**src/rtl/stepper_seq_if.sv**
```systemverilog
// -----------------------------------------------------------------------------
// stepper_seq_if
//   Bundles the control inputs and step outputs of stepper_seq.
//
//   Optional feature macro: STEPPER_SEQ_LEN_EN (adds step_len).
//
//   Signals:
//     en        advance enable (0 = stall on current step)
//     restart   end current instruction early, return to step 0
//     halt_req  level request to halt at the next instruction boundary
//     resume    pulse that leaves HALTED
//     step_len  runtime instruction length (STEPPER_SEQ_LEN_EN only)
//     step      one-hot current step, all zero while HALTED
//     step_idx  binary index of current step, 0 while HALTED
//     last      current step is the effective last step (RUN only)
//     boundary  one-cycle pulse when step 0 / HALTED is entered by wrap/restart
//     halted    sequencer is in HALTED
//
//   Modports: master drives the controls, slave is the sequencer itself.
// -----------------------------------------------------------------------------
interface stepper_seq_if #(
    parameter int NUM_STEPS = 6,
    parameter int IDX_W     = $clog2(NUM_STEPS)
);
    logic                 en;
    logic                 restart;
    logic                 halt_req;
    logic                 resume;
`ifdef STEPPER_SEQ_LEN_EN
    logic [IDX_W:0]       step_len;
`endif
    logic [NUM_STEPS-1:0] step;
    logic [IDX_W-1:0]     step_idx;
    logic                 last;
    logic                 boundary;
    logic                 halted;

    modport master (
`ifdef STEPPER_SEQ_LEN_EN
        output step_len,
`endif
        output en,
        output restart,
        output halt_req,
        output resume,
        input  step,
        input  step_idx,
        input  last,
        input  boundary,
        input  halted
    );

    modport slave (
`ifdef STEPPER_SEQ_LEN_EN
        input  step_len,
`endif
        input  en,
        input  restart,
        input  halt_req,
        input  resume,
        output step,
        output step_idx,
        output last,
        output boundary,
        output halted
    );
endinterface

```
**src/rtl/stepper_seq.sv**
```systemverilog
// -----------------------------------------------------------------------------
// stepper_seq
//   Parametrised instruction step sequencer for the CPU control path.
//   Produces a one-hot step vector plus its binary index, advancing on en,
//   jumping back to step 0 on restart or after the last step (wrap), and
//   parking in HALTED when halt_req is seen at an instruction boundary.
//   All outputs come straight from registers.
//
//   Optional feature macro: STEPPER_SEQ_LEN_EN
//     Adds bus.step_len, a runtime instruction length sampled on every
//     entry to step 0. Length 0 or > NUM_STEPS means NUM_STEPS.
//
//   Ports:
//     clk   system clock, rising edge
//     rst   synchronous active-high reset
//     bus   stepper_seq_if.slave (controls in, step state out)
// -----------------------------------------------------------------------------
module stepper_seq #(
    parameter int NUM_STEPS = 6,
    parameter int IDX_W     = $clog2(NUM_STEPS)
) (
    input  logic         clk,
    input  logic         rst,
    stepper_seq_if.slave bus
);

    typedef enum logic [0:0] {
        ST_RUN    = 1'b0,
        ST_HALTED = 1'b1
    } state_t;

    localparam logic [IDX_W-1:0]     MAX_LAST = IDX_W'(NUM_STEPS - 1);
    localparam logic [NUM_STEPS-1:0] STEP0    = NUM_STEPS'(1);

    state_t               r_state;
    logic [IDX_W-1:0]     r_idx;
    logic [NUM_STEPS-1:0] r_step;
    logic                 r_last;
    logic                 r_boundary;
    logic                 r_halted;

    // Effective last step of the instruction currently executing, and of
    // the instruction that would start if step 0 were entered this edge.
    logic [IDX_W-1:0]     w_cur_last;
    logic [IDX_W-1:0]     w_entry_last;
    logic                 w_wrap;
    logic                 w_bnd_event;

`ifdef STEPPER_SEQ_LEN_EN
    logic [IDX_W-1:0]     r_len_last;
    logic                 w_enter_step0;

    // Map a requested length onto the index of its last step.
    function automatic logic [IDX_W-1:0] len_to_last(input logic [IDX_W:0] len);
        if ((len == '0) || (len > (IDX_W+1)'(NUM_STEPS)))
            return MAX_LAST;
        else
            return IDX_W'(len - (IDX_W+1)'(1));
    endfunction

    assign w_entry_last = len_to_last(bus.step_len);
    assign w_cur_last   = r_len_last;

    // Every path into step 0 except reset: restart/wrap without halting,
    // or resume out of HALTED.
    assign w_enter_step0 = ((r_state == ST_RUN) && w_bnd_event && !bus.halt_req) ||
                           ((r_state == ST_HALTED) && bus.resume);

    always_ff @(posedge clk) begin
        if (rst)
            r_len_last <= MAX_LAST;
        else if (w_enter_step0)
            r_len_last <= w_entry_last;
    end
`else
    assign w_entry_last = MAX_LAST;
    assign w_cur_last   = MAX_LAST;
`endif

    assign w_wrap      = bus.en && (r_idx == w_cur_last);
    assign w_bnd_event = bus.restart || w_wrap;

    // Single FSM: every output is a register updated alongside the state.
    always_ff @(posedge clk) begin
        if (rst) begin
            r_state    <= ST_RUN;
            r_idx      <= '0;
            r_step     <= STEP0;
            r_last     <= 1'b0;
            r_boundary <= 1'b0;
            r_halted   <= 1'b0;
        end else begin
            case (r_state)
                ST_RUN: begin
                    if (w_bnd_event) begin
                        // Instruction boundary: restart beats en, and a
                        // pending halt request diverts to HALTED instead of
                        // starting the next instruction.
                        r_idx      <= '0;
                        r_boundary <= 1'b1;
                        if (bus.halt_req) begin
                            r_state  <= ST_HALTED;
                            r_step   <= '0;
                            r_last   <= 1'b0;
                            r_halted <= 1'b1;
                        end else begin
                            r_step <= STEP0;
                            // A length-1 instruction is already on its last step.
                            r_last <= (w_entry_last == '0);
                        end
                    end else if (bus.en) begin
                        r_idx      <= r_idx + IDX_W'(1);
                        r_step     <= {r_step[NUM_STEPS-2:0], 1'b0};
                        r_last     <= ((r_idx + IDX_W'(1)) == w_cur_last);
                        r_boundary <= 1'b0;
                    end else begin
                        r_boundary <= 1'b0;
                    end
                end

                ST_HALTED: begin
                    // Frozen except for the boundary pulse dropping and resume.
                    r_boundary <= 1'b0;
                    if (bus.resume) begin
                        r_state  <= ST_RUN;
                        r_idx    <= '0;
                        r_step   <= STEP0;
                        r_last   <= (w_entry_last == '0);
                        r_halted <= 1'b0;
                    end
                end

                default: begin
                    r_state <= ST_RUN;
                end
            endcase
        end
    end

    assign bus.step     = r_step;
    assign bus.step_idx = r_idx;
    assign bus.last     = r_last;
    assign bus.boundary = r_boundary;
    assign bus.halted   = r_halted;

endmodule

```
**src/flat_wrapper.sv**
```systemverilog
// flat-port wrapper written by rule: the top's interface ports become plain ports
module stepper_seq_flat 
#(
    parameter int NUM_STEPS = 6,
    parameter int IDX_W     = $clog2(NUM_STEPS)
)
  (clk, rst, bus_en, bus_restart, bus_halt_req, bus_resume, bus_step, bus_step_idx, bus_last, bus_boundary, bus_halted);
  stepper_seq_if #(.NUM_STEPS(NUM_STEPS), .IDX_W(IDX_W)) bus_i ();
  input  logic clk;
  input  logic rst;
  input wire logic [$bits(bus_i.en)-1:0] bus_en;
  input wire logic [$bits(bus_i.restart)-1:0] bus_restart;
  input wire logic [$bits(bus_i.halt_req)-1:0] bus_halt_req;
  input wire logic [$bits(bus_i.resume)-1:0] bus_resume;
  output wire logic [$bits(bus_i.step)-1:0] bus_step;
  output wire logic [$bits(bus_i.step_idx)-1:0] bus_step_idx;
  output wire logic [$bits(bus_i.last)-1:0] bus_last;
  output wire logic [$bits(bus_i.boundary)-1:0] bus_boundary;
  output wire logic [$bits(bus_i.halted)-1:0] bus_halted;
  assign bus_i.en = bus_en;
  assign bus_i.restart = bus_restart;
  assign bus_i.halt_req = bus_halt_req;
  assign bus_i.resume = bus_resume;
  assign bus_step = bus_i.step;
  assign bus_step_idx = bus_i.step_idx;
  assign bus_last = bus_i.last;
  assign bus_boundary = bus_i.boundary;
  assign bus_halted = bus_i.halted;
  stepper_seq #(.NUM_STEPS(NUM_STEPS), .IDX_W(IDX_W)) u_core (.clk(clk), .rst(rst), .bus(bus_i));
endmodule
```
**config.mk**
```make
export PLATFORM = sky130hd
export DESIGN_NAME = stepper_seq_flat
export DESIGN_NICKNAME = d
export VERILOG_FILES = /design/src/rtl/stepper_seq_if.sv /design/src/rtl/stepper_seq.sv /design/src/flat_wrapper.sv
export SDC_FILE = /design/constraint.sdc
export NUM_CORES = 1
export LEC_CHECK = 0
export CAP_MARGIN = 15
export CORE_AREA = 2 2 39 41
export CTS_CLUSTER_SIZE = 20
export DETAILED_ROUTE_END_ITERATION = 6
export DIE_AREA = 0 0 41 43
export HOLD_SLACK_MARGIN = 0.05
export PLACE_DENSITY = 0.83
export SLEW_MARGIN = 10
export SYNTH_ARGS = -nofsm -noshare
export SYNTH_HDL_FRONTEND = slang
export SYNTH_SLANG_ARGS = --single-unit
```
**constraint.sdc**
```tcl
create_clock -name clk -period 2.6 [get_ports clk]
set_clock_uncertainty 0.15 [all_clocks]
set_input_delay 0.52 -clock clk [delete_from_list [all_inputs] [get_ports clk]]
set_output_delay 0.52 -clock clk [all_outputs]
set_load 0.1 [all_outputs]
```
==> metrics list, run 1 <==
* Vias in the first global route: approximately 420
- The critical path starts at bus_en.
- Power spread over the standard cell area amounts to about 580 mW/mm^2.
- CTS built an H-tree with a depth of 1.
- Max-capacitance violation count: 0
- Capturing element of the worst setup path: u_core.bus.last
- Die Width: around 41 um
- The later pin in the worst-skew pair is clocked with a latency of 0.27 ns.
* Largest net degree at the start of global routing: 8
- Final number of hold-violating endpoints: 0
* Net switching fraction of the power: roughly a third
- The final layout contains 86 nets.
- Setup slack, reg-to-reg: 0.96 ns
* Clk slew on worst S/H paths: 0.07 ns
* Quantity of I/O buffers inserted on ports: 17
* Hold_buf cts: 0
- Unrepaired setup endpoints after global routing: false
* Class of the most critical setup path: input port to flip-flop
- Launching point of the worst reg2reg path: u_core.bus.step_idx[1]
- Setup TNS Final: 0 ns
- Clock tree synthesis inserted a total of 3 buffers.
- After detailed placement, the design holds a cell count of 88.
- The endpoint identified for the worst register-to-register timing path is u_core.bus.step[1].
* Average cell area after synthesis: 9.99 um^2
- Synthesis instantiated 25 different standard cells from the library.
- Static timing analysis puts the maximum clock frequency at 570 MHz.
- Worst Setup Slack post-DPL: 0.557 ns
* Number of enable-type register cells in the synthesized netlist: 0
- Internal power comes to 0.291 mW.
- The clock drives 13 sinks.
* Post-synth top flop: sky130_fd_sc_hd__dfxtp_1
* Clock period minus final worst setup slack: 1.75 ns
- The initialized floorplan defines 14 standard-cell rows.
- The worst path uses around two thirds of the clock period.
- Maximum vdd ir drop: 0.000412 V
- Floorplan die height: 43 um
- The cell area that synthesis handed to floorplanning was between 500 and 600 um^2.
- The finished cells cover 736 um^2.
- Post-synthesis to final-layout area growth: 33.9%
* Layer carrying the most global-route usage: met2
- Max-slew violation count: 0
- Worst-case clock buffer depth: 2
- Counting flops with an async set or reset pin after synthesis yields a share of 0%.
- First drt pass iteration count: 4
* Final core utilization: roughly 53%
* Buffer type at the clock tree root: sky130_fd_sc_hd__clkbuf_4
- Count of placed standard cells in the final layout, fillers left out: between 90 and 100
- Syn nets: 64
* Global-route congestion overflow total: 0
* Antenna cells: 0
* Area after DPL: 709 um^2
* Required arrival time at the worst endpoint: 2.67 ns
- Number of vias in the routed layout: about 490
- Final setup violation count: 0
- Measured in cells, the most critical reg-to-reg path has a length of 5.
- Number of register bits inferred by synthesis: 13
- In this run the static leakage power is 0.318 nW.
- Portion of the post-synthesis area used by sequential elements: 47.4%
* CTS resizes: 0
* Highest net fanout along the worst path: 5
- Final Routed Wirelength: around 1200 um
- Post-CTS Setup Inserts: 0
- Critical Path Start Type: input port
* Initial antenna violation count: 0
* Wire length of the first global-routing pass: ~1700 um
- Headroom to the max-slew limit came out at 77.8%.
- For the worst setup path, the data arrival time is 1.82 ns.
* Combinational group share of total power: 21.3%
- Post-layout total power: 0.427 mW
- Routability cong.: 0.703
- The worst hold path belongs to the class flip-flop to flip-flop.
- Count of synthesis-stage warnings from yosys: 0
- Actual transition at the worst max-transition pin: 0.330 ns
* Starting DRC count in detailed routing: 9
- Fill cells: 129
- Number of top-level pins: 18
- Met1 usage in global routing: a little under a fifth
- In this run the power spent charging and discharging nets is ~0.14 mW.
- Antenna Nets Post-Route: 0
* GRT Total Usage: between 10% and 20%
- DR DRC count: 0
* CTS tree: built
* Proportion of layout cells with a drive suffix above 1: between 20% and 30%
- Kind of capture point of the worst setup path: flip-flop
* Die Footprint: 0.00176 mm^2
- Registers are responsible for around half of the overall power.
* Worst-case hold slack: 0.332 ns
- Initial standard-cell utilization of the core: about 40%
- Per-cell via count in the routed design: around 5.4
* Number of instances in the synthesized netlist: 55
- Mean routed wirelength per cell: between 10 and 15 um
- Placeable core region: 0.00138 mm^2
- Global routing consumed, on the met2 layer, 19.4% of the routing resources.
- The clock network burns between 20% and 30% of the power.
- For this run, global-route usage on met3 was measured as between 3 and 4%.
* Run status: completed
- Final critical-path setup slack: ~0.85 ns
* Detailed-placement wirelength estimate: 859 um
flip-flops by register name, indices dropped and copies added, names as in the netlist:
name                 count
u_core.bus.last          1
u_core.bus.halted        1
u_core.bus.boundary      1
u_core.bus.step          6
u_core.r_state           1
u_core.bus.step_idx      3
power by group through the flow:
stage          Combinational [mW]  Sequential, mW  Clock (mW)
6_report                   0.0911           0.211       0.125
2_1_floorplan              0.0230           0.257           0
3_3_place_gp               0.0897           0.215           0
5_1_grt                    0.0955           0.211       0.132
4_1_cts                    0.0910           0.211       0.124
3_5_place_dp               0.0907           0.215           0
cell usage after synthesis (3+ instances only):
master / number / area (um^2)
sky130_fd_sc_hd__dfxtp_1: 13 / 260
sky130_fd_sc_hd__nand2_1: 7 / 26.3
sky130_fd_sc_hd__inv_1: 5 / 18.8
sky130_fd_sc_hd__a21oi_1: 3 / 15.0
sky130_fd_sc_hd__ha_1: 3 / 37.5
sky130_fd_sc_hd__o22ai_1: 3 / 18.8
sky130_fd_sc_hd__o2bb2ai_1: 3 / 26.3
metal layers:
layer | share of wire, % | wire length [um]
met4 | 2.4 | 28
met2 | 42 | 491
met1 | 49 | 563
met5 | 0 | 0
met3 | 6.4 | 74
kinds of logic after synthesis:
kind of cell	after synthesis	share of synthesized area, %
AOI/OAI and AO/OA	18	27.1
and+or+nand+nor	15	14.6
DFF	13	47.4
buffers and inverters	6	4.10
adders and majority gates	3	6.83
worst max-delay path: stages:
cell and delay (ns):
sky130_fd_sc_hd__clkdlybuf4s50_1 0.48, sky130_fd_sc_hd__or3_4 0.42, sky130_fd_sc_hd__a21oi_2 0.25, sky130_fd_sc_hd__a22o_1 0.16
area by class of cell:
class | instances | area [um^2] | area share, %
Inverter | 6 | 22.5 | 3.06
Tap cell | 16 | 20.0 | 2.72
Timing Repair Buffer | 17 | 140 | 19.0
Sequential cell | 13 | 260 | 35.4
Clock buffer | 4 | 26.3 | 3.57
Multi-Input combinational cell | 36 | 267 | 36.2
layout by cell type (no fill, tap or decap):
cell                               n
sky130_fd_sc_hd__dfxtp_1          13
sky130_fd_sc_hd__nor3b_1           1
sky130_fd_sc_hd__a32o_1            1
sky130_fd_sc_hd__o32ai_2           1
sky130_fd_sc_hd__inv_2             1
sky130_fd_sc_hd__clkbuf_1          1
sky130_fd_sc_hd__o2bb2ai_1         3
sky130_fd_sc_hd__nor2_1            1
sky130_fd_sc_hd__a21o_1            1
sky130_fd_sc_hd__inv_1             5
sky130_fd_sc_hd__or3_4             1
sky130_fd_sc_hd__ha_1              3
sky130_fd_sc_hd__o2111a_1          1
sky130_fd_sc_hd__nand2_1           7
sky130_fd_sc_hd__clkdlybuf4s50_1   5
sky130_fd_sc_hd__o32ai_1           1
sky130_fd_sc_hd__nor2b_1           1
sky130_fd_sc_hd__o221a_2           1
sky130_fd_sc_hd__and2_4            1
sky130_fd_sc_hd__nor3_1            1
sky130_fd_sc_hd__a21oi_2           1
sky130_fd_sc_hd__clkbuf_4          3
sky130_fd_sc_hd__nand3_1           1
sky130_fd_sc_hd__nand2b_1          1
sky130_fd_sc_hd__a22o_1            1
sky130_fd_sc_hd__buf_4            12
sky130_fd_sc_hd__o22ai_1           3
sky130_fd_sc_hd__a21oi_1           3
sky130_fd_sc_hd__a31oi_1           1
how the worst min path moves through the flow:
stage	from	endpoint	slack (ns)	depth (start not counted)
after floorplan	u_core.r_state	u_core.bus.boundary	0.37	1
after global placement	u_core.bus.step[0]	u_core.bus.step[0]	0.31	2
after detailed placement	u_core.bus.step[0]	u_core.bus.step[0]	0.32	2
after CTS	u_core.bus.step[0]	u_core.bus.step[0]	0.34	2
after global routing	u_core.bus.step[0]	u_core.bus.step[0]	0.35	2
final	u_core.bus.step[0]	u_core.bus.step[0]	0.33	2
Power figures use the tool's default switching activity.
==> inputs of run 2 (changes only) <==
CORE_AREA = unset   (was 2 2 39 41)
CORE_MARGIN = 2   (was unset)
CORE_UTILIZATION = 42   (was unset)
DIE_AREA = unset   (was 0 0 41 43)
PLACE_DENSITY = 0.84   (was 0.83)
clock period = 1.75 ns   (was 2.6 ns; I/O delays follow)
==> metrics list, run 2 (synthesized netlist as in run 1, its figures left out) <==
* Run status: completed
- The count of cells resized by post-cts repair was 0 (unchanged).
* GR met2 Demand/Resource: 31.0% (+12 points)
* First drt pass iteration count: 4 (unchanged)
- Die Footprint: 0.00161 mm^2 (-8.5%)
- Wire length of the first global-routing pass: 1970 um (+18%)
- Max-capacitance violation count: 0 (unchanged)
* Clock latency on the worst-skew pair: 0.28 ns (about the same)
* Placeable core region: 0.00125 mm^2 (-9.5%)
- NumNets Final: 91 (+5.8%)
- Maximum vdd ir drop: 0.000414 V (+0.47%)
- The transition time of the tightest slew-check pin is 0.322 ns (-0.00735 ns).
- Detailed-placement wirelength estimate: 978 um (+14%)
- Final critical-path share of the clock period: between 80% and 90%
- The required time reported for the critical path endpoint was 1.82 ns (-0.85 ns).
- Post-CTS Setup Inserts: 0 (unchanged)
* Area after DPL: 905 um^2 (+28%)
- The worst setup path is of the input port to flip-flop kind.
- Number of buffers created by CTS: 3 (unchanged)
- Die Width: 40.2 um (-2.0%)
- TritonCTS built the clock tree.
- The tree is rooted in a sky130_fd_sc_hd__clkbuf_4.
- The global routing stage identified its most utilized layer as met2.
* Number of vias in the routed layout: 514 (+4.0%)
- The mean routed wirelength per cell was 13.2 um (+4.6%).
- The number of flip-flops under the largest register name came to 6 (unchanged).
- Starting DRC count in detailed routing: 9 (unchanged)
* Most common cell after layout, fill and taps aside: sky130_fd_sc_hd__buf_12
- The overall global routing resource usage is 18.5% (+4.6 points).
- The final worst-path setup slack is 0.202 ns (-0.644 ns).
* Routability cong.: 0.785 (+12%)
- Worst-case clock buffer depth: 2 (unchanged)
- The die height was 40.2 um (-6.6%).
- Final Routed Wirelength: 1260 um (+9.2%)
* DR DRC count: 0 (unchanged)
- The maximum level of the CTS H-tree is 1 (unchanged).
* CP cell instances: clkdlybuf4s50_1, or3_4, a21oi_2, a22o_1
- The standby leakage power is 0.381 nW (+20%).
- The biggest fanout along the worst timing path is 5 (unchanged).
- The worst setup path is captured at a flip-flop.
* Clock period minus final worst setup slack: 1.55 ns
- Antenna Nets Post-Route: 0 (unchanged)
- Hold_buf cts: 0 (unchanged)
* Unrepaired setup endpoints after global routing: false
- The final hold violation count came to 0 (unchanged).
* Largest net degree at the start of global routing: 8 (unchanged)
* Site row count: 13 (-1)
- Quantity of I/O buffers inserted on ports: 17 (unchanged)
- The clock transition at the registers of the reported paths came to 0.08 ns (about the same).
- The initial cell density of the core is 43.9% (+4.2 points).
- The fraction of met3 tracks used by global routing was 3.89% (+0.22 points).
- Max-slew violation count: 0 (unchanged)
- In this run the most critical hold path is launched from u_core.bus.step[0].
- The total power divided by cell area came to 718 mW/mm^2 (+24%).
- The number of clock sinks seen by CTS came to 13 (unchanged).
- The headroom to the max-slew limit came to 78.3% (+0.49 points).
- The worst register-to-register path begins at u_core.bus.step_idx[1].
- Vias in the first global route: 460 (+10%)
- The power after layout came to 0.668 mW (+57%).
- Worst path slowest cell: sky130_fd_sc_hd__clkdlybuf4s50_1
- The delay of the slowest cell on the worst path was 0.42 ns (-0.06 ns).
- Number of top-level pins: 18 (unchanged)
- Final setup violation count: 0 (unchanged)
- Proportion of layout cells with a drive suffix above 1: 35.8% (+8.2 points)
- Worst Setup Slack post-DPL: -0.0841 ns (-0.641 ns)
- Met1 usage in global routing: 23.7% (+5.0 points)
- The post-route cell area is 931 um^2 (+27%).
* Arrival time at the worst endpoint: 1.62 ns (-0.20 ns)
- The worst hold margin is 0.362 ns (+0.0293 ns).
* Fill cells: 76 (-41%)
- In the layout the commonest cells are sky130_fd_sc_hd__buf_12, sky130_fd_sc_hd__dfxtp_1, sky130_fd_sc_hd__nand2_1.
- Post-synthesis to final-layout area growth: 69.5%
* Antenna cells: 0 (unchanged)
- In this run the worst setup path begins at bus_en.
* Critical Path Start Type: input port
- The total global routing overflow was 0 (unchanged).
* Per-cell via count in the routed design: 5.35 (-0.29%)
- The path class of the tightest hold or removal check is flip-flop to flip-flop.
* Initial antenna violation count: 0 (unchanged)
- Derived from the worst setup path, the maximum achievable clock frequency is around 650 MHz.
## run 2: final timing paths
check        slack (ns)  cells after the start                      to
max reg2reg        0.23                      6  u_core.bus.step_idx[1]
max                0.20                      4         u_core.bus.last
min                0.36                      2      u_core.bus.step[0]
min reg2reg        0.36                      2      u_core.bus.step[0]
## run 2: power breakdown
part           leakage, nW  switching, mW  total [mW]  internal, mW
combinational        0.258         0.0985       0.165        0.0668
clock               0.0150         0.0984       0.187        0.0885
sequential           0.108         0.0121       0.316         0.304
total                0.381          0.209       0.668         0.459
## run 2: worst max-delay path: cells and delay by family
family	cells	cell delay [ns]
AOI/OAI and AO/OA	2	0.45
buffers and inverters	1	0.42
and+or+nand+nor	1	0.40
## run 2: cell type report
type                       instances  area (um^2)  area share (%)
clock buffer                       4         26.3            2.82
inverter                           6         22.5            2.42
multi-input combinational         36          267            28.6
sequential                        13          269            28.9
timing repair buffer              22          328            35.2
tap                               15         18.8            2.02
## run 2: per-layer routing
layer	wire, um	share of wire (%)
met5	0	0
met2	640	51
met4	19	1.5
met3	62	4.9
met1	542	43
## run 2: metrics by stage
| stage | cells | util, % | setup TNS (ns) |
|---|---|---|---|
| global placement | 92 | 72.2 | -0.145 |
| CTS | 96 | 74.3 | 0 |
| floorplan | 55 | - | 0 |
| global route | 96 | 74.3 | 0 |
| finish | 96 | 74.3 | 0 |
| detailed placement | 92 | 72.2 | -0.421 |
==> inputs of run 3 (changes only) <==
ABC_CLOCK_PERIOD_IN_PS = 1750   (was unset)
HOLD_SLACK_MARGIN = unset   (was 0.05)
==> results of run 3 <==
The final DEF is identical to that of run 2; final timing and power are the same.
